===== src/rtl/al_spi_pkg.sv =====
// Shared constants for the SPI memory buffer.
//   DATA_W       : RAM word width
//   ADDR_W_DEF   : default word-address width
//   PRIO_*       : HOST_PRIO encodings (which side wins RAM-port conflicts)
//   side_e       : identifies the requester owning the RAM read port
package al_spi_pkg;

  localparam int unsigned DATA_W      = 32;
  localparam int unsigned ADDR_W_DEF  = 6;
  localparam int unsigned PRIO_ENGINE = 0;
  localparam int unsigned PRIO_HOST   = 1;

  typedef enum logic {
    SIDE_ENGINE = 1'b0,
    SIDE_HOST   = 1'b1
  } side_e;

endpackage


===== src/rtl/al_ram_sdp.sv =====
// Simple dual-port RAM: one write port, one synchronous read port.
// Read-first: a read and write to the same address in one cycle returns
// the old word. Contents are not reset.
//   clk          : clock
//   we/waddr/wdata : write port
//   re/raddr     : read request, data on rdata one cycle later
//   rdata        : registered read data
module al_ram_sdp
  import al_spi_pkg::*;
#(
  parameter int unsigned ADDR_W = ADDR_W_DEF
) (
  input  logic              clk,
  input  logic              we,
  input  logic [ADDR_W-1:0] waddr,
  input  logic [DATA_W-1:0] wdata,
  input  logic              re,
  input  logic [ADDR_W-1:0] raddr,
  output logic [DATA_W-1:0] rdata
);

  localparam int unsigned DEPTH = 2 ** ADDR_W;

  logic [DATA_W-1:0] mem [DEPTH];

  // Both ports in one block; the read samples mem before this edge's write lands.
  always_ff @(posedge clk) begin
    if (we) begin
      mem[waddr] <= wdata;
    end
    if (re) begin
      rdata <= mem[raddr];
    end
  end

endmodule


===== src/rtl/al_spi_membuf.sv =====
// Shared word buffer between the SPI memory engine and a host.
// Arbitrates a single RAM write port and single RAM read port between the
// two sides, runs a 2-cycle read pipeline per side (one read in flight per
// side), and counts engine write beats.
//   clk, rst_n            : clock, async active-low reset
//   e_w*  / h_w*          : engine / host write channels
//   e_ar* / h_ar*         : engine / host read-address channels
//   e_r*  / h_r*          : engine / host read-data channels
//   clr_cnt               : clears e_wcnt (a same-cycle engine write counts as 1)
//   e_wcnt                : saturating engine write-beat count
module al_spi_membuf
  import al_spi_pkg::*;
#(
  parameter int unsigned ADDR_W    = ADDR_W_DEF,
  parameter int unsigned HOST_PRIO = PRIO_ENGINE
) (
  input  logic              clk,
  input  logic              rst_n,
  input  logic [DATA_W-1:0] e_wdata,
  input  logic [ADDR_W-1:0] e_waddr,
  input  logic              e_wvalid,
  output logic              e_wready,
  input  logic [ADDR_W-1:0] e_araddr,
  input  logic              e_arvalid,
  output logic              e_arready,
  output logic [DATA_W-1:0] e_rdata,
  output logic              e_rvalid,
  input  logic              e_rready,
  input  logic [DATA_W-1:0] h_wdata,
  input  logic [ADDR_W-1:0] h_waddr,
  input  logic              h_wvalid,
  output logic              h_wready,
  input  logic [ADDR_W-1:0] h_araddr,
  input  logic              h_arvalid,
  output logic              h_arready,
  output logic [DATA_W-1:0] h_rdata,
  output logic              h_rvalid,
  input  logic              h_rready,
  input  logic              clr_cnt,
  output logic [ADDR_W:0]   e_wcnt
);

  localparam int unsigned     CNT_W     = ADDR_W + 1;
  localparam int unsigned     DEPTH     = 2 ** ADDR_W;
  localparam logic [CNT_W-1:0] CNT_MAX  = CNT_W'(DEPTH);
  localparam bit              HOST_WINS = (HOST_PRIO == PRIO_HOST);

  logic              rdy_en;
  logic              e_pend;
  logic              h_pend;

  logic              e_avail_c;
  logic              h_avail_c;
  logic              e_w_grant_c;
  logic              h_w_grant_c;
  logic              e_ar_grant_c;
  logic              h_ar_grant_c;
  logic              e_w_hs_c;
  logic              h_w_hs_c;
  logic              e_ar_hs_c;
  logic              h_ar_hs_c;

  logic              ram_we_c;
  logic [ADDR_W-1:0] ram_waddr_c;
  logic [DATA_W-1:0] ram_wdata_c;
  logic              ram_re_c;
  side_e             rd_side_c;
  logic [ADDR_W-1:0] ram_raddr_c;
  logic [DATA_W-1:0] ram_rdata;

  // Readies stay low through reset and for the first edge after release.
  always_ff @(posedge clk or negedge rst_n) begin
    if (!rst_n) begin
      rdy_en <= 1'b0;
    end else begin
      rdy_en <= 1'b1;
    end
  end

  // Arbitration: a side's ready never looks at its own valid, only the rival's.
  always_comb begin
    e_avail_c    = !e_pend && (!e_rvalid || e_rready);
    h_avail_c    = !h_pend && (!h_rvalid || h_rready);
    e_w_grant_c  = 1'b1;
    h_w_grant_c  = 1'b1;
    e_ar_grant_c = 1'b1;
    h_ar_grant_c = 1'b1;
    if (HOST_WINS) begin
      e_w_grant_c  = !h_wvalid;
      e_ar_grant_c = !(h_arvalid && h_avail_c);
    end else begin
      h_w_grant_c  = !e_wvalid;
      h_ar_grant_c = !(e_arvalid && e_avail_c);
    end
    e_wready  = rdy_en && e_w_grant_c;
    h_wready  = rdy_en && h_w_grant_c;
    e_arready = rdy_en && e_avail_c && e_ar_grant_c;
    h_arready = rdy_en && h_avail_c && h_ar_grant_c;
  end

  assign e_w_hs_c  = e_wvalid  && e_wready;
  assign h_w_hs_c  = h_wvalid  && h_wready;
  assign e_ar_hs_c = e_arvalid && e_arready;
  assign h_ar_hs_c = h_arvalid && h_arready;

  // RAM port steering; grants make each port's handshakes mutually exclusive.
  always_comb begin
    ram_we_c    = e_w_hs_c || h_w_hs_c;
    ram_waddr_c = e_w_hs_c ? e_waddr : h_waddr;
    ram_wdata_c = e_w_hs_c ? e_wdata : h_wdata;
    ram_re_c    = e_ar_hs_c || h_ar_hs_c;
    rd_side_c   = e_ar_hs_c ? SIDE_ENGINE : SIDE_HOST;
    ram_raddr_c = (rd_side_c == SIDE_ENGINE) ? e_araddr : h_araddr;
  end

  al_ram_sdp #(
    .ADDR_W (ADDR_W)
  ) u_ram (
    .clk   (clk),
    .we    (ram_we_c),
    .waddr (ram_waddr_c),
    .wdata (ram_wdata_c),
    .re    (ram_re_c),
    .raddr (ram_raddr_c),
    .rdata (ram_rdata)
  );

  // Engine read pipeline: pend marks the RAM output cycle for this side.
  always_ff @(posedge clk or negedge rst_n) begin
    if (!rst_n) begin
      e_pend   <= 1'b0;
      e_rvalid <= 1'b0;
      e_rdata  <= '0;
    end else begin
      e_pend <= e_ar_hs_c;
      if (e_pend) begin
        e_rvalid <= 1'b1;
        e_rdata  <= ram_rdata;
      end else if (e_rready) begin
        e_rvalid <= 1'b0;
      end
    end
  end

  // Host read pipeline, same shape as the engine's.
  always_ff @(posedge clk or negedge rst_n) begin
    if (!rst_n) begin
      h_pend   <= 1'b0;
      h_rvalid <= 1'b0;
      h_rdata  <= '0;
    end else begin
      h_pend <= h_ar_hs_c;
      if (h_pend) begin
        h_rvalid <= 1'b1;
        h_rdata  <= ram_rdata;
      end else if (h_rready) begin
        h_rvalid <= 1'b0;
      end
    end
  end

  // Engine write-beat counter; a clear coinciding with a beat leaves 1.
  always_ff @(posedge clk or negedge rst_n) begin
    if (!rst_n) begin
      e_wcnt <= '0;
    end else if (clr_cnt) begin
      e_wcnt <= e_w_hs_c ? CNT_W'(1) : '0;
    end else if (e_w_hs_c && (e_wcnt != CNT_MAX)) begin
      e_wcnt <= e_wcnt + CNT_W'(1);
    end
  end

endmodule


===== config.mk =====
export PLATFORM = sky130hd
export DESIGN_NAME = al_spi_membuf
export DESIGN_NICKNAME = d
export VERILOG_FILES = /design/src/rtl/al_spi_pkg.sv /design/src/rtl/al_ram_sdp.sv /design/src/rtl/al_spi_membuf.sv
export SDC_FILE = /design/constraint.sdc
export NUM_CORES = 2
export LEC_CHECK = 0
export CAP_MARGIN = 20
export CORE_UTILIZATION = 45
export DETAILED_ROUTE_END_ITERATION = 10
export GPL_TIMING_DRIVEN = 1
export PLACE_DENSITY = 0.67
export SLEW_MARGIN = 40
export SYNTH_ARGS = -nofsm -noshare
export SYNTH_HDL_FRONTEND = slang
export SYNTH_SLANG_ARGS = --single-unit

===== constraint.sdc =====
create_clock -name clk -period 3.6 [get_ports clk]
set_input_delay 0.72 -clock clk [delete_from_list [all_inputs] [get_ports clk]]
set_output_delay 0.72 -clock clk [all_outputs]
set_load 0.02 [all_outputs]

# Yosys cells after proc, flatten, opt, wreduce, memory -nomap -nowiden
# Memories as Yosys holds them, arrays and structs flattened. A register that Yosys moved wholly into a read port is not among the register bits.
# Index checks and enable logic that the tools add are counted.
[totals] ff_bits=76 in_bits=97 mem_bits_rw=2048 rom_bits=0 memories=1 output_inout_bits=77 latch_bits=0
[classes] reduce_logical=25 n_div=0 n_lt_le_gt_ge=0 mul=0 n_mux=12 eq_ne=1 add_sub_neg=1 bitwise=0 n_shift=0
[mem_list] name="u_ram.mem" words=64 word_bits=32 rd=1 rd_clocked_by_memory_dff=1 wr=1 line="al_ram_sdp.sv:24" source="logic [DATA_W-1:0] mem [DEPTH];"
[op_table] cell="$mux W32" count=1
[op_table] cell="$mux W7" count=2
[op_table] cell="$logic_and A1 B1 Y1" count=12
[op_table] cell="$mux W6" count=2
[op_table] cell="$add A7 B1 Y7 const B" count=1
[op_table] cell="$mux W1" count=7
[op_table] cell="$ne A7 B7 Y1 const B" count=1
[op_table] cell="$logic_not A1 Y1" count=6
[op_table] cell="$reduce_bool A2 Y1" count=3
[op_table] cell="$logic_or A1 B1 Y1" count=4

# Longest topological paths before layout
[depth] depth_word=8 depth_mapped=14 ltp_nobuf=8

# By module
# From an unflattened synthesis, not the netlist that was laid out.
[unflattened] hier_cells=3580 hier_area_um2=82412.8
[modules_own_cells] module="al_ram_sdp" area_each_um2=78835.6 instances=1 seq_area_each_um2=62459.9 cells_each=3324
[modules_own_cells] module="al_spi_membuf" area_each_um2=3577.2 instances=1 seq_area_each_um2=1901.8 cells_each=256

# Least setup slack after synthesis
# OpenSTA, ideal clock, no wires.
[synth_timing] path_kind="input to register" startpoint="input e_wvalid" endpoint="memory u_ram.mem[16][0], enable pin" required_time_ns=3.179 t_arrival_ns=3.093 n_path_buf=2 stages=7 setup_slack_ns=0.086 path_cell_list="and2_1 > clkbuf_1 > clkbuf_1 > nand3b_1 > nand2_1 > nand2_1 > nor2_1"
[synth_via] elab_chain_cells=6
[synth_lines] item="start, declared" line="al_spi_membuf.sv:21" source="input logic e_wvalid,"
[synth_lines] item="$logic_not A1 Y1" line="al_spi_membuf.sv:92" source="h_w_grant_c = !e_wvalid;"
[synth_lines] item="$logic_and A1 B1 Y1" line="al_spi_membuf.sv:96" source="h_wready = rdy_en && h_w_grant_c;"
[synth_lines] item="$logic_and A1 B1 Y1" line="al_spi_membuf.sv:102" source="assign h_w_hs_c = h_wvalid && h_wready;"
[synth_lines] item="$logic_or A1 B1 Y1" line="al_spi_membuf.sv:108" source="ram_we_c = e_w_hs_c || h_w_hs_c;"
[synth_lines] item="$mux W1" line="al_ram_sdp.sv:28" source="if (we) begin"
[synth_lines] item="$mux W1 (not written as such)" line="al_ram_sdp.sv:29" source="mem[waddr] <= wdata;"
[synth_lines] item="end, declared" line="al_ram_sdp.sv:24"
# Parallel ways exist; a longest one is shown, timed or not.

# Worst setup path in the final report
[layout_timing] startpoint="register e_rvalid" endpoint="register u_ram.rdata[15] (read register of u_ram.mem), data pin"
[layout_via] elab_chain_cells=8
[layout_lines] item="start, declared" line="al_spi_membuf.sv:27" source="output logic e_rvalid,"
[layout_lines] item="start signal, assigned" line="al_spi_membuf.sv:132" source="e_rvalid <= 1'b0;"
[layout_lines] item="start signal, assigned" line="al_spi_membuf.sv:137" source="e_rvalid <= 1'b1;"
[layout_lines] item="start signal, assigned" line="al_spi_membuf.sv:140" source="e_rvalid <= 1'b0;"
[layout_lines] item="$logic_not A1 Y1 (*)" line="al_spi_membuf.sv:82" source="e_avail_c = !e_pend && (!e_rvalid || e_rready);"
[layout_lines] item="$logic_or A1 B1 Y1 (*)" line="al_spi_membuf.sv:82"
[layout_lines] item="$logic_and A1 B1 Y1 (*)" line="al_spi_membuf.sv:82"
[layout_lines] item="$logic_and A1 B1 Y1" line="al_spi_membuf.sv:93" source="h_ar_grant_c = !(e_arvalid && e_avail_c);"
[layout_lines] item="$logic_not A1 Y1" line="al_spi_membuf.sv:93"
[layout_lines] item="$logic_and A1 B1 Y1" line="al_spi_membuf.sv:98" source="h_arready = rdy_en && h_avail_c && h_ar_grant_c;"
[layout_lines] item="$logic_and A1 B1 Y1" line="al_spi_membuf.sv:104" source="assign h_ar_hs_c = h_arvalid && h_arready;"
[layout_lines] item="$logic_or A1 B1 Y1" line="al_spi_membuf.sv:111" source="ram_re_c = e_ar_hs_c || h_ar_hs_c;"
[layout_lines] item="end, declared" line="al_ram_sdp.sv:19" source="output logic [DATA_W-1:0] rdata"
# Mark *: on every way between the ends. The rest lies on a longest branch, timed or not.
# A chain may end at the register's enable or synchronous reset.

==> results.py <==
metrics = {
    "grt": {
        "grt_overflow": 0,
        "grt_first_pass_wirelength_um": 344900,
        "grt_max_degree": 65,
        "antenna_found_initial": 26,
        "grtUsageTotal_pct": 25.70,
        "grt_pass1_vias": 48780,
    },
    "timing": {
        "finalSetupViolations": 2,
        "layout_min_cycle_time_ns": 3.623,
        "final_hold_viol_count": 0,
        "setup_slack_ns": -0.02339,
        "hold_ws_ns": 0.4617,
        "relSlewSlack_pct": 36.79,
        "post-route-period-util_pct": 100.6,
        "slew_viol_final": 0,
        "worst_slew_pin_slew_ns": 0.9481,
        "rsz0062_at_grt": "yes",
        "fin_worst_skew_ns": 0.02945,
        "max_freq_ghz": 0.2760,
    },
    "synth": {
        "ys_types": 66,
        "yosys_register_bits": 2156,
        "yosys_most_used_dff": "edfxtp_1",
        "avgSynthCellArea_um2": 17.13,
        "syn_nets": 4988,
        "synth_most_common_cell": "edfxtp_1",
        "ys_seq_area_share_pct": 76.83,
        "syn_inst": 4889,
        "yosys_warnings": 0,
        "syn_area_um2": 83770,
        "synth_area_leaders": "edfxtp_1 (75%), mux4_2 (5.5%), nand2_1 (3.8%), mux2i_1 (3.5%), dfrtp_1 (2.3%)",
        "ys_top_cells_by_count": "edfxtp_1 (2080), nand2_1 (838), mux2i_1 (290)",
        "synthArstFlopShare_pct": 3.525,
        "yosysTopAreaCellShare_pct": 74.56,
        "synth_edf_count": 2080,
        "yosysTopAreaCell": "edfxtp_1",
    },
    "placed_design": {
        "gp_congestion": 0.9074,
        "place_inst": 7866,
        "port-buffer-count": 173,
        "place_area_um2": 94890,
        "dp_hpwl_um": 152000,
    },
    "routing": {
        "wl_per_cell_um": 29.45,
        "firstDrtPassIters": 7,
        "vias_per_cell": 6.093,
        "drcViolationCount": 0,
        "ant_nets": 0,
        "num_vias": 50300,
        "routed_wl_um": 243100,
        "drtIter0Drc": 6955,
    },
    "die": {
        "die_w_um": 433.5,
        "num_rows": 157,
        "die_area_um2": 187900,
        "fp.dieH_um": 433.5,
        "start_util_pct": 45.51,
        "ios": 174,
        "coreArea_um2": 184100,
    },
    "power_and_ir_drop": {
        "p_leak_nw": 34.44,
        "irDropWorstVdd_mv": 0.6320,
        "switching_share_pct": 23.55,
        "p_switching_mw": 13.14,
        "p_int_mw": 42.66,
        "seq_power_share_pct": 50.8,
        "clkPwrFrac_pct": 37.8,
        "powerDensity_nw_per_um2": 547.2,
        "p_comb_share_pct": 11.4,
        "total_power_mw": 55.80,
    },
    "cts": {
        "insertion_delay_ns": 0.85,
        "cts_sinks": 2156,
        "clk_pin_slew_ns": 0.06,
        "cts_made_buffers": 198,
        "cts_tree": "done",
        "clockBufferDepth": 3,
        "root_buffer": "clkbuf_16",
        "h-tree-depth": 4,
    },
    "finish": {
        "design_area_um2": 102000,
        "drive_gt1_share_pct": 23.95,
        "area_growth_pct": 21.73,
        "layoutNonFillerInstCount": 8256,
        "finalCoreUtilization_pct": 55.40,
        "fin_nets": 5716,
    },
    "setup_path": {
        "cp.arrival_ns": 4.09,
        "criticalPathCategory": "register to register",
        "worstPathCellList": "nor2b_4 -> buf_12 -> or3_1 -> buf_4 -> mux2i_4 -> buf_12 -> buf_12 -> buf_4 -> a21oi_1 -> o311ai_1 -> nand4_1",
        "critPathLaunchType": "register",
        "rr_worst_depth": 11,
        "cpPeakStageDelay_ns": 0.64,
        "timing.critical_path.mode_cell": "buf_12",
        "end_kind": "register",
        "crit_start": "e_rvalid",
        "critPathTopFamily": "simple AND/OR/NAND/NOR gates",
        "worst-path-buf-inv": 5,
        "critPathMaxFanout": 23,
        "slowest_stage": "o311ai_1",
        "worst-path-stages": 11,
        "rr_startpoint": "e_rvalid",
        "worstPathRequired_ns": 4.06,
    },
    "run_status": {
        "outcome": "complete, but fails checks",
        "violations": "negative setup slack",
    },
    "worst_hold_path": {
        "hold_class": "input pin to async pin",
    },
    "run": {
        "max_cap_viol_count": 0,
    },
}
## cells in the final DEF (no fill, tap or decap), drive strengths merged, types with 6 or more instances in the layout
| cell type | Yosys | routed |
|---|---|---|
| a211oi | 47 | 47 |
| a21boi | 6 | 6 |
| a21oi | 91 | 91 |
| a22oi | 8 | 8 |
| a311oi | 58 | 58 |
| a31oi | 68 | 68 |
| a32oi | 65 | 65 |
| and3 | 50 | 50 |
| buf | 166 | 643 |
| bufinv | 0 | 19 |
| clkbuf | 124 | 257 |
| clkdlybuf4s50 | 0 | 172 |
| clkinv | 0 | 85 |
| dfrtp | 76 | 76 |
| diode | 0 | 6 |
| edfxtp | 2080 | 2080 |
| inv | 12 | 18 |
| mux2 | 73 | 73 |
| mux2i | 290 | 290 |
| mux4 | 206 | 206 |
| nand2 | 839 | 839 |
| nand2b | 7 | 7 |
| nand3 | 187 | 187 |
| nand3b | 6 | 6 |
| nand4 | 28 | 28 |
| nor2 | 102 | 102 |
| nor3 | 12 | 12 |
| nor4 | 9 | 9 |
| o211ai | 7 | 7 |
| o21ai | 24 | 24 |
| o221a | 9 | 9 |
| o221ai | 36 | 36 |
| o22ai | 96 | 96 |
| o311ai | 6 | 6 |
| o31ai | 6 | 6 |
| or3 | 13 | 13 |
| or4 | 20 | 20 |
## path summary, 6_finish.rpt
path | slack, ns | to
max reg2reg | -0.02 | u_ram.rdata[15]
min reg2reg | 0.50 | e_rdata[14]
min in group clk | 0.49 | h_pend
max in group asynchronous | 2.33 | e_rdata[7]
min | 0.46 | h_rdata[17]
max | -0.02 | u_ram.rdata[15]
## routing by layer
metal / wire length (µm) / GRT usage [%]
met5: 32 / 0
met4: 7598 / 8.399
met3: 25660 / 4.836
met2: 117100 / 41.93
met1: 92800 / 34.82
## power by group through the flow
stage	clock [mW]	combinational, mW	sequential, mW
after floorplan	0	2.70	29.1
after global routing	22.2	6.65	28.4
after detailed placement	0	6.13	28.9
final	21.1	6.34	28.3
after global placement	0	6.04	28.9
after CTS	21.3	6.20	28.3
## per-stage QoR
stage	setup TNS (ns)	worst slack (ns)
finish	-0.02687	-0.02339
global route	-0.1707	-0.05018
CTS	0	0.01119
detailed placement	-29.25	-1.273
global placement	-29.56	-1.279
floorplan	0	0.08625
## logic make-up after synthesis
group / after synthesis / synth area share (%)
mux: 569 / 9.985
fa+ha+maj: 2 / 0.02987
other cells: 1 / 0.004476
simple gates: 1288 / 6.579
buf+inv: 302 / 1.688
xor+xnor: 4 / 0.04182
compound gates: 567 / 4.842
flops: 2156 / 76.83
## flip-flops by register name (all words and copies together) (netlist names)
signal	count
h_rvalid	1
e_wready	1
h_rdata	32
e_wcnt	7
e_rdata	32
u_ram.mem	2048
u_ram.rdata	32
e_rvalid	1
e_pend	1
h_pend	1
## final cells by class
| cell class | instances | area, µm² |
|---|---|---|
| Tap cell | 2464 | 3083 |
| Timing Repair Buffer | 818 | 8902 |
| Clock inverter | 114 | 1159 |
| Fill cell | 13980 | 82090 |
| Antenna cell | 6 | 15.01 |
| Sequential cell | 2156 | 64360 |
| Inverter | 12 | 45.04 |
| Multi-Input combinational cell | 2431 | 19050 |
| Clock buffer | 255 | 5364 |
## repair_timing
item	4_1_cts	5_1_grt
hold buffers	1	0
pin swaps	5	17
setup buffers	11	3
gates resized for setup	13	55
setup endpoints to repair	27	20
hold endpoints to repair	58	0
gates cloned	0	2
No activity file was read; power rests on OpenSTA's default activity.
